File: src/rtl/divb_pkg.sv
// divb_pkg: shared definitions for the divb restoring divider.
//   - NumWDef / DenWDef: default dividend/quotient and divisor/remainder widths.
//   - state_e: FSM state encoding (idle, iterating, result-valid).
package divb_pkg;

   localparam int unsigned NumWDef = 18;
   localparam int unsigned DenWDef = 9;

   typedef enum logic [1:0] {
      StIdle = 2'd0,
      StCalc = 2'd1,
      StDone = 2'd2
   } state_e;

endpackage

File: src/rtl/divb_if.sv
// divb_if: request/result bundle between a requester (master) and the divider (slave).
//   enable      : clock enable (master -> slave)
//   start, a, b : division request, dividend and divisor (master -> slave)
//   busy, done  : iteration in progress / one-cycle result-valid pulse (slave -> master)
//   q, r        : quotient and remainder (slave -> master)
//   div_by_zero : last completed division had b == 0 (slave -> master)
interface divb_if #(
   parameter int unsigned NUM_W = 18,
   parameter int unsigned DEN_W = 9
);
   logic             enable;
   logic             start;
   logic [NUM_W-1:0] a;
   logic [DEN_W-1:0] b;
   logic             busy;
   logic             done;
   logic [NUM_W-1:0] q;
   logic [DEN_W-1:0] r;
   logic             div_by_zero;

   modport master (
      output enable, start, a, b,
      input  busy, done, q, r, div_by_zero
   );

   modport slave (
      input  enable, start, a, b,
      output busy, done, q, r, div_by_zero
   );
endinterface

File: src/rtl/divb_step.sv
// divb_step: one combinational restoring-division step.
//   rem_i  : current partial remainder (DEN_W+1 bits, always < divisor)
//   bit_i  : next dividend bit shifted in
//   div_i  : divisor
//   rem_o  : next partial remainder
//   qbit_o : quotient bit produced by this step
module divb_step #(
   parameter int unsigned DEN_W = 9
) (
   input  logic [DEN_W:0]   rem_i,
   input  logic             bit_i,
   input  logic [DEN_W-1:0] div_i,
   output logic [DEN_W:0]   rem_o,
   output logic             qbit_o
);
   logic [DEN_W:0] shifted;
   logic           unused_rem_msb;

   // The incoming remainder is always below the divisor, so its MSB is zero and
   // the shifted value still fits in DEN_W+1 bits.
   assign unused_rem_msb = rem_i[DEN_W];
   assign shifted        = {rem_i[DEN_W-1:0], bit_i};

   always_comb begin
      rem_o  = shifted;
      qbit_o = 1'b0;
      if (shifted >= {1'b0, div_i}) begin
         rem_o  = shifted - {1'b0, div_i};
         qbit_o = 1'b1;
      end
   end
endmodule

File: src/rtl/divb.sv
// divb: sequential unsigned restoring divider, one quotient bit per enabled cycle.
//   clk   : clock, rising edge
//   reset : asynchronous active-high reset
//   bus   : divb_if slave modport (enable, start, a, b in; busy, done, q, r, div_by_zero out)
// A division by zero skips iteration and returns q = all ones, r = a[DEN_W-1:0].
module divb
   import divb_pkg::*;
#(
   parameter int unsigned NUM_W = NumWDef,
   parameter int unsigned DEN_W = DenWDef
) (
   input logic   clk,
   input logic   reset,
   divb_if.slave bus
);
   localparam int unsigned CntW = $clog2(NUM_W + 1);

   state_e           state_q, state_d;
   logic [CntW-1:0]  cnt_q, cnt_d;
   // Dividend bits shift out of the top while quotient bits shift in at the bottom.
   logic [NUM_W-1:0] dvd_q, dvd_d;
   logic [DEN_W-1:0] div_q, div_d;
   logic [DEN_W:0]   rem_q, rem_d;
   logic [NUM_W-1:0] q_q, q_d;
   logic [DEN_W-1:0] r_q, r_d;
   logic             dbz_q, dbz_d;

   logic [DEN_W:0]   rem_step;
   logic             qbit;
   logic             last_step;

   divb_step #(
      .DEN_W (DEN_W)
   ) u_step (
      .rem_i  (rem_q),
      .bit_i  (dvd_q[NUM_W-1]),
      .div_i  (div_q),
      .rem_o  (rem_step),
      .qbit_o (qbit)
   );

   assign last_step = (cnt_q == CntW'(NUM_W - 1));

   // State register
   always_ff @(posedge clk or posedge reset) begin
      if (reset) begin
         state_q <= StIdle;
      end else if (bus.enable) begin
         state_q <= state_d;
      end
   end

   // Next-state logic
   always_comb begin
      state_d = state_q;
      unique case (state_q)
         StIdle: begin
            if (bus.start) begin
               state_d = (bus.b == '0) ? StDone : StCalc;
            end
         end
         StCalc: begin
            if (last_step) begin
               state_d = StDone;
            end
         end
         StDone:  state_d = StIdle;
         default: state_d = StIdle;
      endcase
   end

   // Outputs
   always_comb begin
      bus.busy        = (state_q == StCalc);
      bus.done        = (state_q == StDone);
      bus.q           = q_q;
      bus.r           = r_q;
      bus.div_by_zero = dbz_q;
   end

   // Datapath next-state
   always_comb begin
      cnt_d = cnt_q;
      dvd_d = dvd_q;
      div_d = div_q;
      rem_d = rem_q;
      q_d   = q_q;
      r_d   = r_q;
      dbz_d = dbz_q;
      unique case (state_q)
         StIdle: begin
            if (bus.start) begin
               dvd_d = bus.a;
               div_d = bus.b;
               rem_d = '0;
               cnt_d = '0;
               if (bus.b == '0) begin
                  q_d   = '1;
                  r_d   = bus.a[DEN_W-1:0];
                  dbz_d = 1'b1;
               end
            end
         end
         StCalc: begin
            rem_d = rem_step;
            dvd_d = {dvd_q[NUM_W-2:0], qbit};
            cnt_d = cnt_q + 1'b1;
            if (last_step) begin
               cnt_d = '0;
               q_d   = {dvd_q[NUM_W-2:0], qbit};
               r_d   = rem_step[DEN_W-1:0];
               dbz_d = 1'b0;
            end
         end
         default: ;
      endcase
   end

   // Datapath registers
   always_ff @(posedge clk or posedge reset) begin
      if (reset) begin
         cnt_q <= '0;
         dvd_q <= '0;
         div_q <= '0;
         rem_q <= '0;
         q_q   <= '0;
         r_q   <= '0;
         dbz_q <= 1'b0;
      end else if (bus.enable) begin
         cnt_q <= cnt_d;
         dvd_q <= dvd_d;
         div_q <= div_d;
         rem_q <= rem_d;
         q_q   <= q_d;
         r_q   <= r_d;
         dbz_q <= dbz_d;
      end
   end
endmodule

File: src/flat_wrapper.sv
// flat-port wrapper written by rule: the top's interface ports become plain ports
module divb_flat import divb_pkg::*;
#(
   parameter int unsigned NUM_W = NumWDef,
   parameter int unsigned DEN_W = DenWDef
)
  (clk, reset, bus_enable, bus_start, bus_a, bus_b, bus_busy, bus_done, bus_q, bus_r, bus_div_by_zero);
  divb_if #(.NUM_W(NUM_W), .DEN_W(DEN_W)) bus_i ();
  input logic clk;
  input logic reset;
  input wire logic [$bits(bus_i.enable)-1:0] bus_enable;
  input wire logic [$bits(bus_i.start)-1:0] bus_start;
  input wire logic [$bits(bus_i.a)-1:0] bus_a;
  input wire logic [$bits(bus_i.b)-1:0] bus_b;
  output wire logic [$bits(bus_i.busy)-1:0] bus_busy;
  output wire logic [$bits(bus_i.done)-1:0] bus_done;
  output wire logic [$bits(bus_i.q)-1:0] bus_q;
  output wire logic [$bits(bus_i.r)-1:0] bus_r;
  output wire logic [$bits(bus_i.div_by_zero)-1:0] bus_div_by_zero;
  assign bus_i.enable = bus_enable;
  assign bus_i.start = bus_start;
  assign bus_i.a = bus_a;
  assign bus_i.b = bus_b;
  assign bus_busy = bus_i.busy;
  assign bus_done = bus_i.done;
  assign bus_q = bus_i.q;
  assign bus_r = bus_i.r;
  assign bus_div_by_zero = bus_i.div_by_zero;
  divb #(.NUM_W(NUM_W), .DEN_W(DEN_W)) u_core (.clk(clk), .reset(reset), .bus(bus_i));
endmodule
File: config.mk
export PLATFORM = sky130hd
export DESIGN_NAME = divb_flat
export DESIGN_NICKNAME = d
export VERILOG_FILES = /design/src/rtl/divb_pkg.sv /design/src/rtl/divb_if.sv /design/src/rtl/divb_step.sv /design/src/rtl/divb.sv /design/src/flat_wrapper.sv
export SDC_FILE = /design/constraint.sdc
export NUM_CORES = 1
export LEC_CHECK = 0
export ABC_AREA = 1
export BUFFER_PORTS_ARGS = -buffer_cell sky130_fd_sc_hd__clkbuf_2
export CAP_MARGIN = 20
export CORE_ASPECT_RATIO = 0.75
export CORE_MARGIN = 2
export CORE_UTILIZATION = 45
export DETAILED_ROUTE_END_ITERATION = 8
export PLACE_DENSITY = 0.68
export REMOVE_ABC_BUFFERS = 1
export SLEW_MARGIN = 30
export SYNTH_ARGS = -nofsm -noshare
export SYNTH_HDL_FRONTEND = slang
export SYNTH_SLANG_ARGS = --single-unit
File: constraint.sdc
create_clock -name clk -period 2 [get_ports clk]
set_input_delay 0.1 -clock clk [delete_from_list [all_inputs] [get_ports clk]]
set_output_delay 0.1 -clock clk [all_outputs]
set_load 0.01 [all_outputs]
==> summary by stage <==
Global route
The largest net degree at the start of global routing is 72. Summed over all layers, the global routing overflow is 0. The first global-routing pass estimated 14,800 um of wire. The overall fraction of global-route tracks in use is 0.207. The via count of the first global-routing pass is 3,256. The number of antenna violations at the first check in global routing is 0.

Place
The number of placed instances, taps included, is 657. The count of input and output buffers is 60. The HPWL after detailed placement is 6220 um. At the placement stage, the worst setup path has a slack of -42.0 ps. The final weighted congestion in routability-driven placement is 0.853.

Final layout
The library cells used most frequently in the layout, excluding fill and tap cells, are sky130_fd_sc_hd__nand2_1, sky130_fd_sc_hd__dfrtp_1, sky130_fd_sc_hd__inv_1. The proportion of layout cells with a drive suffix above 1 is 0.244. The count of nets after finishing is 624.

Relative to the synthesized area, the layout overhead comes to 28.5%. The total inserted antenna cells is 0. The count of cells in the finished layout, fillers not included, comes to 691. The total of fill cells in the finished design is 702. The most frequent standard cell in the layout excluding fill and tap cells is sky130_fd_sc_hd__nand2_1.

Timing
The final count of pins violating max slew is 0. Setup violations remaining at the end of the flow were counted as 0. Setup repair after global routing could not meet its margin everywhere.

In the finished design, the share of the clock period the worst path needs comes to 0.972. The upper clock frequency limit is 514 MHz. The number of endpoints with negative hold slack in the final report is 0. Counting I/O delays and the setup requirement, the final critical path takes 1940 ps.

Across all setup checks in the final design, the least slack found is 56.0 ps. The slew of the pin with the lowest slew margin is 557 ps. The relative max-transition margin is 0.628. On the final layout, the worst clock skew is 9.39 ps.

Pwr
IR analysis of the VDD net gives a maximum drop of 0.000808 V. The static leakage is 2.53 nW. Dividing total power by cell area gives a power density of 1450 nW/um^2.

Critical path
The reg2reg setup slack is 60 ps. The maximum fanout count along the critical path is 8. The type of the worst setup path is reg2reg.

The data arrival time of the critical path is 2200 ps. The endpoint identified for the worst register-to-register timing path is u_core.bus.r[2]$_DFFE_PP0P_. The most critical setup path has its startpoint at u_core.dvd_q[17]$_DFFE_PP0P_. The worst setup path is captured at a flop. The worst-case reg-to-reg path depth is 15. The worst path required time is 2260 ps.

The worst setup path is launched from a flop. The startpoint of the worst-slack reg-to-reg timing path is u_core.dvd_q[17]$_DFFE_PP0P_.

Synthesis
The cell area after synthesis is 3780 um^2. Averaged over all synthesized cells, the footprint is 7.68 um^2. The number of different library cells used by synthesis comes to 31. The share of the Yosys chip area taken by registers is 0.471. The biggest area contributor in the post-synthesis netlist is sky130_fd_sc_hd__dfrtp_1. Of the post-synthesis cell area, the dominant cell type holds 0.471.

After synthesis the netlist holds a flip-flop and latch count of 71. The Yosys warning count is 0. Yosys attributes the largest share of cell area to sky130_fd_sc_hd__dfrtp_1, sky130_fd_sc_hd__nand2_1, sky130_fd_sc_hd__inv_1, sky130_fd_sc_hd__nor2_1, sky130_fd_sc_hd__nand3_1. The cell count after synthesis came out at 492.

Routing
Dividing the detail-routed via count by the number of cells gives 4.98. After detailed routing, the number of remaining DRC violations is 0. In the final routed layout, each cell accounts on average for 13.4 um.

In this run the remaining antenna-violating nets after routing total 0. In this run, the number of DRC markers left after iteration 0 of detailed routing was 221. The final routed wirelength across all metal layers is 9280 um.

The first detailed-routing pass took 4 iterations. The vias after detailed routing is 3,439.

Hold path
The startpoint of the lowest-slack hold path is bus_b[8]. The class of the tightest hold or removal check is in2reg. The capture endpoint of the worst hold path is u_core.div_q[8]$_DFFE_PP0P_. Counting instances, the worst hold path has a depth of 3.

Die
The y dimension of the die is 83.3 um. The number of ports placed on the die boundary is 61. The initial utilization of the core area, before any placement, comes to 0.471.

The core area is 8020 um^2. The initialized floorplan defines 28 standard-cell rows. The floorplan step defined a die boundary enclosing 9150 um^2. The die is 110 um wide.

Clock network
The number of clock buffers inserted by TritonCTS is 9. After clock tree synthesis, the clock-pin slew on the worst setup and hold paths is 70 ps. The clock latency on the worst-skew pair is 360 ps. The maximum root-to-sink buffer count is 2. The clock drives 71 sinks. The CTS H-tree depth is 3. TritonCTS built the clock tree. The root buffer cell is sky130_fd_sc_hd__clkbuf_8.

Run
The number of max-cap violations is 0.

Status
The flow ran to the end, and the final reports show no timing, DRC or antenna violations.
## final cells by class
| class | count | area (um^2) | share of cell area |
|---|---|---|---|
| multi-input combinational | 327 | 1780 | 0.366 |
| timing repair buffer | 96 | 671 | 0.138 |
| tap | 105 | 131 | 0.0271 |
| sequential | 71 | 1780 | 0.366 |
| clock inverter | 4 | 70.1 | 0.0144 |
| inverter | 76 | 290 | 0.0598 |
| clock buffer | 12 | 135 | 0.0279 |
## critical path, cell delays in order (launching register included)
cell and delay, ps:
sky130_fd_sc_hd__dfrtp_1 390, sky130_fd_sc_hd__inv_2 80, sky130_fd_sc_hd__ha_4 120, sky130_fd_sc_hd__inv_2 40, sky130_fd_sc_hd__fa_2 360, sky130_fd_sc_hd__nand2_2 70
sky130_fd_sc_hd__nand2_2 50, sky130_fd_sc_hd__nand3_2 80, sky130_fd_sc_hd__nand2_2 80, sky130_fd_sc_hd__nand2_4 100, sky130_fd_sc_hd__nand2_4 60, sky130_fd_sc_hd__buf_8 150
sky130_fd_sc_hd__nand3_2 90, sky130_fd_sc_hd__nand3_2 60, sky130_fd_sc_hd__nand2_1 70, sky130_fd_sc_hd__inv_1 30
## sequential cells by signal, indices dropped and copies added (netlist names)
name,cells
u_core.bus.r,9
u_core.bus.q,18
u_core.div_q,9
u_core.bus.div_by_zero,1
u_core.rem_q,9
u_core.cnt_q,5
u_core.dvd_q,18
u_core.state_q,2
## repair_timing
item,4_1_cts,5_1_grt
hold buffers,12,0
gates resized for setup,2,41
gates cloned,0,1
hold endpoints to repair,82,0
buffers inserted,1,4
pin swaps,1,16
setup endpoints to repair,18,33
## synth_stat cells
library cell	n
sky130_fd_sc_hd__nand4_1	10
sky130_fd_sc_hd__ha_1	11
sky130_fd_sc_hd__inv_1	73
sky130_fd_sc_hd__or2_1	4
sky130_fd_sc_hd__nor3_1	1
sky130_fd_sc_hd__buf_4	2
sky130_fd_sc_hd__nor2_1	48
sky130_fd_sc_hd__mux2_2	1
sky130_fd_sc_hd__nand3_1	29
sky130_fd_sc_hd__a21oi_1	21
sky130_fd_sc_hd__nand2_2	3
sky130_fd_sc_hd__fa_1	1
sky130_fd_sc_hd__o21ai_0	29
sky130_fd_sc_hd__xnor2_1	1
sky130_fd_sc_hd__a31oi_1	7
sky130_fd_sc_hd__or2_2	6
sky130_fd_sc_hd__dfrtp_1	71
sky130_fd_sc_hd__o22ai_1	3
sky130_fd_sc_hd__xor2_1	3
sky130_fd_sc_hd__o31ai_1	1
sky130_fd_sc_hd__clkinv_1	1
sky130_fd_sc_hd__clkbuf_1	11
sky130_fd_sc_hd__nor2_2	5
sky130_fd_sc_hd__o21ai_1	6
sky130_fd_sc_hd__buf_2	3
sky130_fd_sc_hd__nand2_4	1
sky130_fd_sc_hd__inv_2	2
sky130_fd_sc_hd__nand2_1	128
sky130_fd_sc_hd__o211ai_1	7
sky130_fd_sc_hd__buf_6	2
sky130_fd_sc_hd__o21ai_4	1
## routing by layer
metal	share of wire	up-vias	GRT usage
met1	0.46	1614	0.282
met3	0.053	13	0.0659
li1	-	1736	-
met2	0.47	76	0.322
met4	0.010	0	0.0472
met5	0	-	0
## power by group
part / internal [mW] / total [mW] / switching, mW
sequential: 2.01 / 2.30 / 0.291
combinational: 1.39 / 3.49 / 2.09
clock: 0.700 / 1.23 / 0.530
## worst max-delay path by stage
stage                                        to  slack, ps
CTS                 u_core.bus.r[1]$_DFFE_PP0P_         -4
global placement    u_core.bus.r[2]$_DFFE_PP0P_         50
finish              u_core.bus.r[2]$_DFFE_PP0P_         60
global route        u_core.bus.r[1]$_DFFE_PP0P_        -60
detailed placement  u_core.bus.r[5]$_DFFE_PP0P_        -40
floorplan           u_core.bus.r[8]$_DFFE_PP0P_        -60
## cells by family (layout without fill, tap and decap cells)
family | Yosys count | after routing | synth area share
multiplexers | 1 | 1 | 0.00298
AO/OA/AOI/OAI | 75 | 75 | 0.111
XOR/XNOR | 4 | 4 | 0.00928
adder cells (fa/ha/maj) | 12 | 12 | 0.0417
flip-flops | 71 | 71 | 0.471
AND/OR/NAND/NOR | 235 | 235 | 0.264
buffers and inverters | 94 | 188 | 0.100
## per-stage QoR
step           TNS (ps)  utilization  power [mW]  hold slack (ps)  area, um^2
2_1_floorplan     -1290            -        4.27              196        3680
3_3_place_gp          0        0.536        5.36              196        4300
3_5_place_dp       -340        0.536        5.44              198        4300
4_1_cts           -7.56        0.578        6.75             5.91        4640
5_1_grt            -626        0.605        7.61             30.6        4850
6_report              0        0.605        7.02             23.7        4850
No activity file was read; power rests on OpenSTA's default activity.
